### src/rtl/uart_receiver.sv
// 8N1 UART receiver: 2-flop sync, mid-bit sampling; byte strobed 1 cycle after the stop-bit sample.
// No backpressure: received/framing_error are single-cycle pulses that downstream must take when seen.
module uart_receiver #(
  parameter int CLOCKS_PER_BIT = 16,
  parameter bit INVERT         = 1'b0
) (
  input  logic       clk_i,
  input  logic       rst_i,
  input  logic       pin_i,
  output logic [7:0] byte_received_o,
  output logic       received_o,
  output logic       framing_error_o,
  output logic       busy_o
);

  localparam int CW = $clog2(CLOCKS_PER_BIT);
  localparam logic [CW-1:0] HALF = CW'((CLOCKS_PER_BIT - 1) / 2);
  localparam logic [CW-1:0] LAST = CW'(CLOCKS_PER_BIT - 1);

  typedef enum logic [1:0] {IDLE, START, DATA, STOP} state_t;

  state_t        state_q, state_d;
  logic          rx_meta_q, rx_sync_q;
  logic [CW-1:0] cnt_q, cnt_d;
  logic [2:0]    bit_idx_q, bit_idx_d;
  logic [7:0]    shift_q, shift_d;
  logic [7:0]    byte_q, byte_d;
  logic          rcv_q, rcv_d;
  logic          fe_q, fe_d;

  // Sync flops reset to logical idle so a held-low line is not mistaken for a start bit during reset.
  always_ff @(posedge clk_i) begin
    if (rst_i) begin
      rx_meta_q <= 1'b1;
      rx_sync_q <= 1'b1;
    end else begin
      rx_meta_q <= pin_i ^ INVERT;
      rx_sync_q <= rx_meta_q;
    end
  end

  always_ff @(posedge clk_i) begin
    if (rst_i) begin
      state_q   <= IDLE;
      cnt_q     <= '0;
      bit_idx_q <= '0;
      shift_q   <= '0;
      byte_q    <= '0;
      rcv_q     <= 1'b0;
      fe_q      <= 1'b0;
    end else begin
      state_q   <= state_d;
      cnt_q     <= cnt_d;
      bit_idx_q <= bit_idx_d;
      shift_q   <= shift_d;
      byte_q    <= byte_d;
      rcv_q     <= rcv_d;
      fe_q      <= fe_d;
    end
  end

  always_comb begin
    state_d   = state_q;
    cnt_d     = cnt_q;
    bit_idx_d = bit_idx_q;
    shift_d   = shift_q;
    byte_d    = byte_q;
    rcv_d     = 1'b0;
    fe_d      = 1'b0;
    case (state_q)
      IDLE: begin
        if (!rx_sync_q) begin
          state_d = START;
          cnt_d   = '0;
        end
      end
      START: begin
        // A start bit that is gone by mid-bit was a glitch: drop it without a flag.
        if (cnt_q == HALF) begin
          if (!rx_sync_q) begin
            state_d   = DATA;
            cnt_d     = '0;
            bit_idx_d = '0;
          end else begin
            state_d = IDLE;
          end
        end else begin
          cnt_d = cnt_q + 1'b1;
        end
      end
      DATA: begin
        if (cnt_q == LAST) begin
          shift_d = {rx_sync_q, shift_q[7:1]};
          cnt_d   = '0;
          if (bit_idx_q == 3'd7) begin
            state_d = STOP;
          end else begin
            bit_idx_d = bit_idx_q + 3'd1;
          end
        end else begin
          cnt_d = cnt_q + 1'b1;
        end
      end
      STOP: begin
        // Leaving at mid-stop-bit lets an immediately following start edge be caught.
        if (cnt_q == LAST) begin
          state_d = IDLE;
          cnt_d   = '0;
          if (rx_sync_q) begin
            byte_d = shift_q;
            rcv_d  = 1'b1;
          end else begin
            fe_d = 1'b1;
          end
        end else begin
          cnt_d = cnt_q + 1'b1;
        end
      end
      default: state_d = IDLE;
    endcase
  end

  assign byte_received_o = byte_q;
  assign received_o      = rcv_q;
  assign framing_error_o = fe_q;
  assign busy_o          = (state_q != IDLE);

endmodule

### config.mk
export PLATFORM = sky130hd
export DESIGN_NAME = uart_receiver
export DESIGN_NICKNAME = d
export VERILOG_FILES = /design/src/rtl/uart_receiver.sv
export SDC_FILE = /design/constraint.sdc
export NUM_CORES = 1
export LEC_CHECK = 0
export CORE_MARGIN = 2
export CORE_UTILIZATION = 40
export DETAILED_ROUTE_END_ITERATION = 6
export PLACE_DENSITY_LB_ADDON = 0.25
export SLEW_MARGIN = 5
export SYNTH_ARGS = -nofsm -noshare
export SYNTH_HDL_FRONTEND = slang
export SYNTH_SLANG_ARGS = --single-unit
### constraint.sdc
create_clock -name clk_i -period 1.5 [get_ports clk_i]
set_clock_uncertainty 0.05 [all_clocks]
set_input_delay 0.15 -clock clk_i [delete_from_list [all_inputs] [get_ports clk_i]]
set_output_delay 0.15 -clock clk_i [all_outputs]
set_load 0.01 [all_outputs]
======== Word-level counts from Yosys, hierarchy flattened ========
Cells that the tools add are included.
operators by class
  $add $sub $neg .......................... 2
  equality and inequality tests ........... 13
  multiplexer cells ....................... 18
  bitwise logic cells ..................... 2
  reduce and logical (&&, ||, !) cells .... 9
operator list
  kind                                                  count
  inequality test 2 bit (second input constant)         7
  two-way mux 2 bit                                     6
  two-way mux 3 bit                                     4
  two-way mux 4 bit                                     3
  case mux 4 bit (3 select lines)                       1
  AND reduction 5 bit                                   2
  case mux 2 bit (4 select lines)                       1
  case mux 3 bit (2 select lines)                       1
  adder 4 x 1 -> 4 bit (second input constant)          1
  equality test 2 bit (second input constant)           2
  equality test 4 x 3 -> 1 bit (second input constant)  1
  equality test 4 bit (second input constant)           1
  nonzero test 2 bit                                    2
  adder 3 x 1 -> 3 bit (second input constant)          1
  equality test 3 bit (second input constant)           1
  AND reduction 3 bit                                   1
  OR reduction 3 bit                                    1
  equality test 2 x 1 -> 1 bit (second input constant)  1
  zero test 2 bit                                       1
  two-way mux 1 bit                                     2
  inverter 1 bit                                        2
  AND reduction 2 bit                                   1
  OR reduction 2 bit                                    1
word-level totals
  flip-flop bits (word level) ............. 29
  input port bits ......................... 3
  output and inout bits ................... 11

======== Logic depth before layout (Yosys ltp) ========
  depth in word-level cells ............... 4
  gate-level depth with buffers ........... 6
  gate-level depth less buffers ........... 5

======== Worst setup path after synthesis ========
Ideal clock, no wire load.
  path kind ............................... reg-to-reg
  from .................................... register bit_idx_q[0]
  to ...................................... register bit_idx_q[0]
  arrival time ............................ 1417 ps
  data required time ...................... 1329 ps
  slack ................................... -89 ps
  cell stages (with the launch flop) ...... 6
  period minus slack after synthesis ...... 1589 ps
  cells stage by stage .................... dfxtp_1 ha_1 ha_1 nand4bb_1 a21oi_4 mux2_4
between the ends
  word-level cells in the longest chain between the ends .. 4
  elaborated cells between the ends (all ways) .. 7
  classes of those cells .................. add/sub: 1; eq/ne: 2; mux: 3; reduce/logical: 1
ends and longest elaborated chain
  item                             line  source
  start, declared                  25    logic [2:0] bit_idx_q, bit_idx_d;
  start signal, assigned           54    bit_idx_q <= bit_idx_d;
  adder 3 x 1 -> 3 bit             98    bit_idx_d = bit_idx_q + 3'd1;
  two-way mux 3 bit                95    if (bit_idx_q == 3'd7) begin
  two-way mux 3 bit                92    if (cnt_q == LAST) begin
  case mux 3 bit (2 select lines)  70    case (state_q)
Parallel ways exist; a longest one is shown, timed or not. The select of a mux whose other input is x is not followed.
A chain may end at the register's enable or synchronous reset.

======== Final worst setup path ========
  from .................................... register rx_sync_q
  to ...................................... register bit_idx_q[0]
between the ends
  word-level cells in the longest chain between the ends .. 2
ends and longest elaborated chain
  item                             line  source
  start, declared                  23    logic rx_meta_q, rx_sync_q;
  start signal, assigned           38    rx_sync_q <= rx_meta_q;
  inequality test 2 bit (no line)  n/a
  AND reduction 5 bit (no line)    n/a
Every way passes these cells.

==> summary.md <==
| Metric | Value |
|---|---|
| Initial antenna violation count | `0` |
| Initial Util | `43.0%` |
| Total I/O pin count | `14` |
| Worst slew pin tran | `0.348 ns` |
| Fin. Hold Viols | `0` |
| Pin count of the biggest net entering global routing | `18` |
| Filler cell count | `308` |
| CP Launch Type | `register` |
| Period utilization | `102%` |
| # setup viols final | `1` |
| Drt wl/cell | `14.0 um` |
| Hold Path Class | `primary input to register` |
| Vias per Instance | `5.56` |
| Clk_lat worst skew | `0.33 ns` |
| Register bit total from synthesis | `29` |
| Static Leak | `0.000557 uW` |
| Mapped Cells | `155` |
| DR pass1 iterations | `4` |
| F_max | `655 MHz` |
| 1st-iter DRT viols | `80` |
| Slew Limit Fails | `0` |
| Ys Warns | `0` |
| Syn_nets | `161` |
| Die Y | `61.8 um` |
| Worst vdd ir | `0.000458 V` |
| Total gr overflow | `0` |
| Most common cell after layout, fill and taps aside | `dfxtp_1` |
| Syn_area_per_cell | `8.61 um^2` |
| Synth cell types | `35` |
| Slew margin rel. | `76.7%` |
| Register area share after synthesis | `43.5%` |
| Vias in the first global route | `1127` |
| Clock Path Buffers | `2` |
| CTS tree | `done` |
| Die area | `0.00382 mm^2` |
| Num Clock Sinks | `29` |
| Core footprint | `0.00310 mm^2` |
| RSZ-0062 raised after global routing | `true` |
| IO buf count | `13` |
| Clock Root Buffer | `clkbuf_4` |
| Crit path setup slack, layout | `-0.0272 ns` |
| Crit path cell chain | `or4b_4 -> a21oi_4 -> mux2_4` |
| GRT Total Usage | `18.9%` |
| Die Width | `61.8 um` |
| Final worst path period need | `1.53 ns` |
| Cell Area, Synth | `0.00134 mm^2` |
| Post-synthesis to final-layout area growth | `29.2%` |
| DRC Markers | `0` |
| First-pass GRT wire length | `5090 um` |
| Htree depth | `2` |
| Slowest CP cell | `or4b_4` |
| P per Cell Area | `878 mW/mm^2` |
| GP Congestion | `0.771` |
| Violated checks | `setup timing` |
| Worst EP required | `1.67 ns` |
| Most frequent cells in the layout | `dfxtp_1 (23), nand3_1 (20), a21oi_1 (18)` |
| Clk slew on worst S/H paths | `0.08 ns` |
| CP Capture Type | `register` |
| Critical path's largest stage delay | `0.54 ns` |
| Status | `finished with violations` |
| Final wirelength | `3090 um` |
| Ant. Diodes | `0` |
| Vias | `1228` |
| Total CTS buffers | `5` |
| Final net count | `182` |
| Layout cells sized above 1 | `21.5%` |
| Worst Path Arrival | `1.69 ns` |
| Worst Setup Path Type | `register to register` |
| # rows | `20` |
| Detailed Place HPWL | `2100 um` |
| Crit Path Max Fanout | `2` |
| Maxcap violations | `0` |
| Final core utilization | `55.6%` |
| ANT nets after route | `0` |
| Final TNS setup | `-0.0272 ns` |
state kept, by name, summed over array words and instances (netlist names), named ones only:
signal / count
state_q: 1
byte_received_o: 8
framing_error_o: 1
rx_meta_q: 1
cnt_q: 4
received_o: 1
rx_sync_q: 1
bit_idx_q: 3
shift_q: 8
cell families (layout without fill, tap and decap cells):
kind of cell,after synthesis,after routing,synth area share [%]
AOI/OAI and AO/OA,49,49,21.3
xor gates and xnor gates,1,1,0.656
adders and majority gates,3,3,2.81
buffers and inverters,16,38,5.06
DFF,29,29,43.5
muxes,3,3,2.62
and+or+nand+nor,54,54,24.1
metal layers:
metal	vias up	GRT usage (%)	routed length, um
met1	587	23.3	1420
met2	25	28.9	1480
met3	5	6.42	121
met4	0	10.6	61
li1	611	-	-
met5	-	0	0
repair_timing:
item / 4_1_cts / 5_1_grt
setup endpoints to repair: 4 / 23
cloned: 0 / 0
buffers inserted: 1 / 0
gates resized for setup: 11 / 9
hold buffers: 0 / 0
pin swaps: 2 / 3
synth_stat cells:
cell | number | area (um^2)
a211oi_1 | 2 | 15.0
a21o_1 | 2 | 15.0
a21oi_1 | 18 | 90.1
a21oi_4 | 1 | 16.3
a311oi_1 | 1 | 8.76
a31oi_1 | 4 | 25.0
and3_1 | 3 | 18.8
and4b_1 | 1 | 10.0
buf_2 | 6 | 30.0
clkbuf_1 | 8 | 30.0
dfxtp_1 | 29 | 581
ha_1 | 3 | 37.5
inv_1 | 2 | 7.51
mux2_4 | 1 | 15.0
mux2i_1 | 2 | 20.0
nand2_1 | 4 | 15.0
nand2b_1 | 3 | 18.8
nand3_1 | 21 | 105
nand3b_1 | 5 | 37.5
nand4_1 | 2 | 12.5
nand4b_1 | 1 | 8.76
nand4bb_1 | 1 | 11.3
nor2_1 | 2 | 7.51
nor2b_1 | 3 | 18.8
nor3_1 | 2 | 10.0
nor4b_1 | 1 | 8.76
o2111ai_1 | 1 | 8.76
o211ai_1 | 1 | 7.51
o21ai_0 | 8 | 40.0
o21ai_1 | 10 | 50.1
o21bai_1 | 1 | 7.51
or2_1 | 3 | 18.8
or3_1 | 1 | 6.26
or4b_4 | 1 | 13.8
xnor2_1 | 1 | 8.76
power by group:
part	leakage, uW	total (uW)	internal (uW)	switching [uW]
combinational	0.000275	64.4	30.3	34.1
clock	0.0000455	671	398	274
sequential	0.000236	778	775	2.88
total	0.000557	1510	1200	311
path summary, 6_finish.rpt:
kind              startpoint      endpoint  slack, ns  cells after the start
hold / removal         pin_i     rx_meta_q       0.34                      2
setup / recovery   rx_sync_q  bit_idx_q[0]      -0.03                      3
hold reg to reg    rx_meta_q     rx_sync_q       0.37                      1
setup reg to reg   rx_sync_q  bit_idx_q[0]      -0.03                      3
critical path, delay by kind of cell, from the launching register on:
| kind | cells | cell delay, ns |
|---|---|---|
| compound gates | 1 | 0.19 |
| flops | 1 | 0.33 |
| mux | 1 | 0.31 |
| simple gates | 1 | 0.54 |
area by class of cell:
| type | count | area (um^2) | area share (%) |
|---|---|---|---|
| clock buffer | 7 | 55.1 | 3.19 |
| timing repair buffer | 28 | 253 | 14.6 |
| tap | 44 | 55.1 | 3.19 |
| multi-input combinational | 110 | 737 | 42.7 |
| clock inverter | 1 | 30.0 | 1.74 |
| inverter | 2 | 7.51 | 0.435 |
| sequential | 29 | 588 | 34.1 |
stage by stage:
stage / area [um^2] / cells / total power (uW) / worst slack [ns] / hold slack, ns
floorplan: 1350 / 155 / 834 / -0.0400 / 0.197
global placement: 1570 / 212 / 856 / -0.0129 / 0.340
detailed placement: 1570 / 212 / 859 / -0.0672 / 0.349
CTS: 1710 / 221 / 1530 / -0.0290 / 0.324
global route: 1730 / 221 / 1580 / -0.0646 / 0.310
finish: 1730 / 221 / 1510 / -0.0272 / 0.338
No activity file was read; power rests on OpenSTA's default activity.
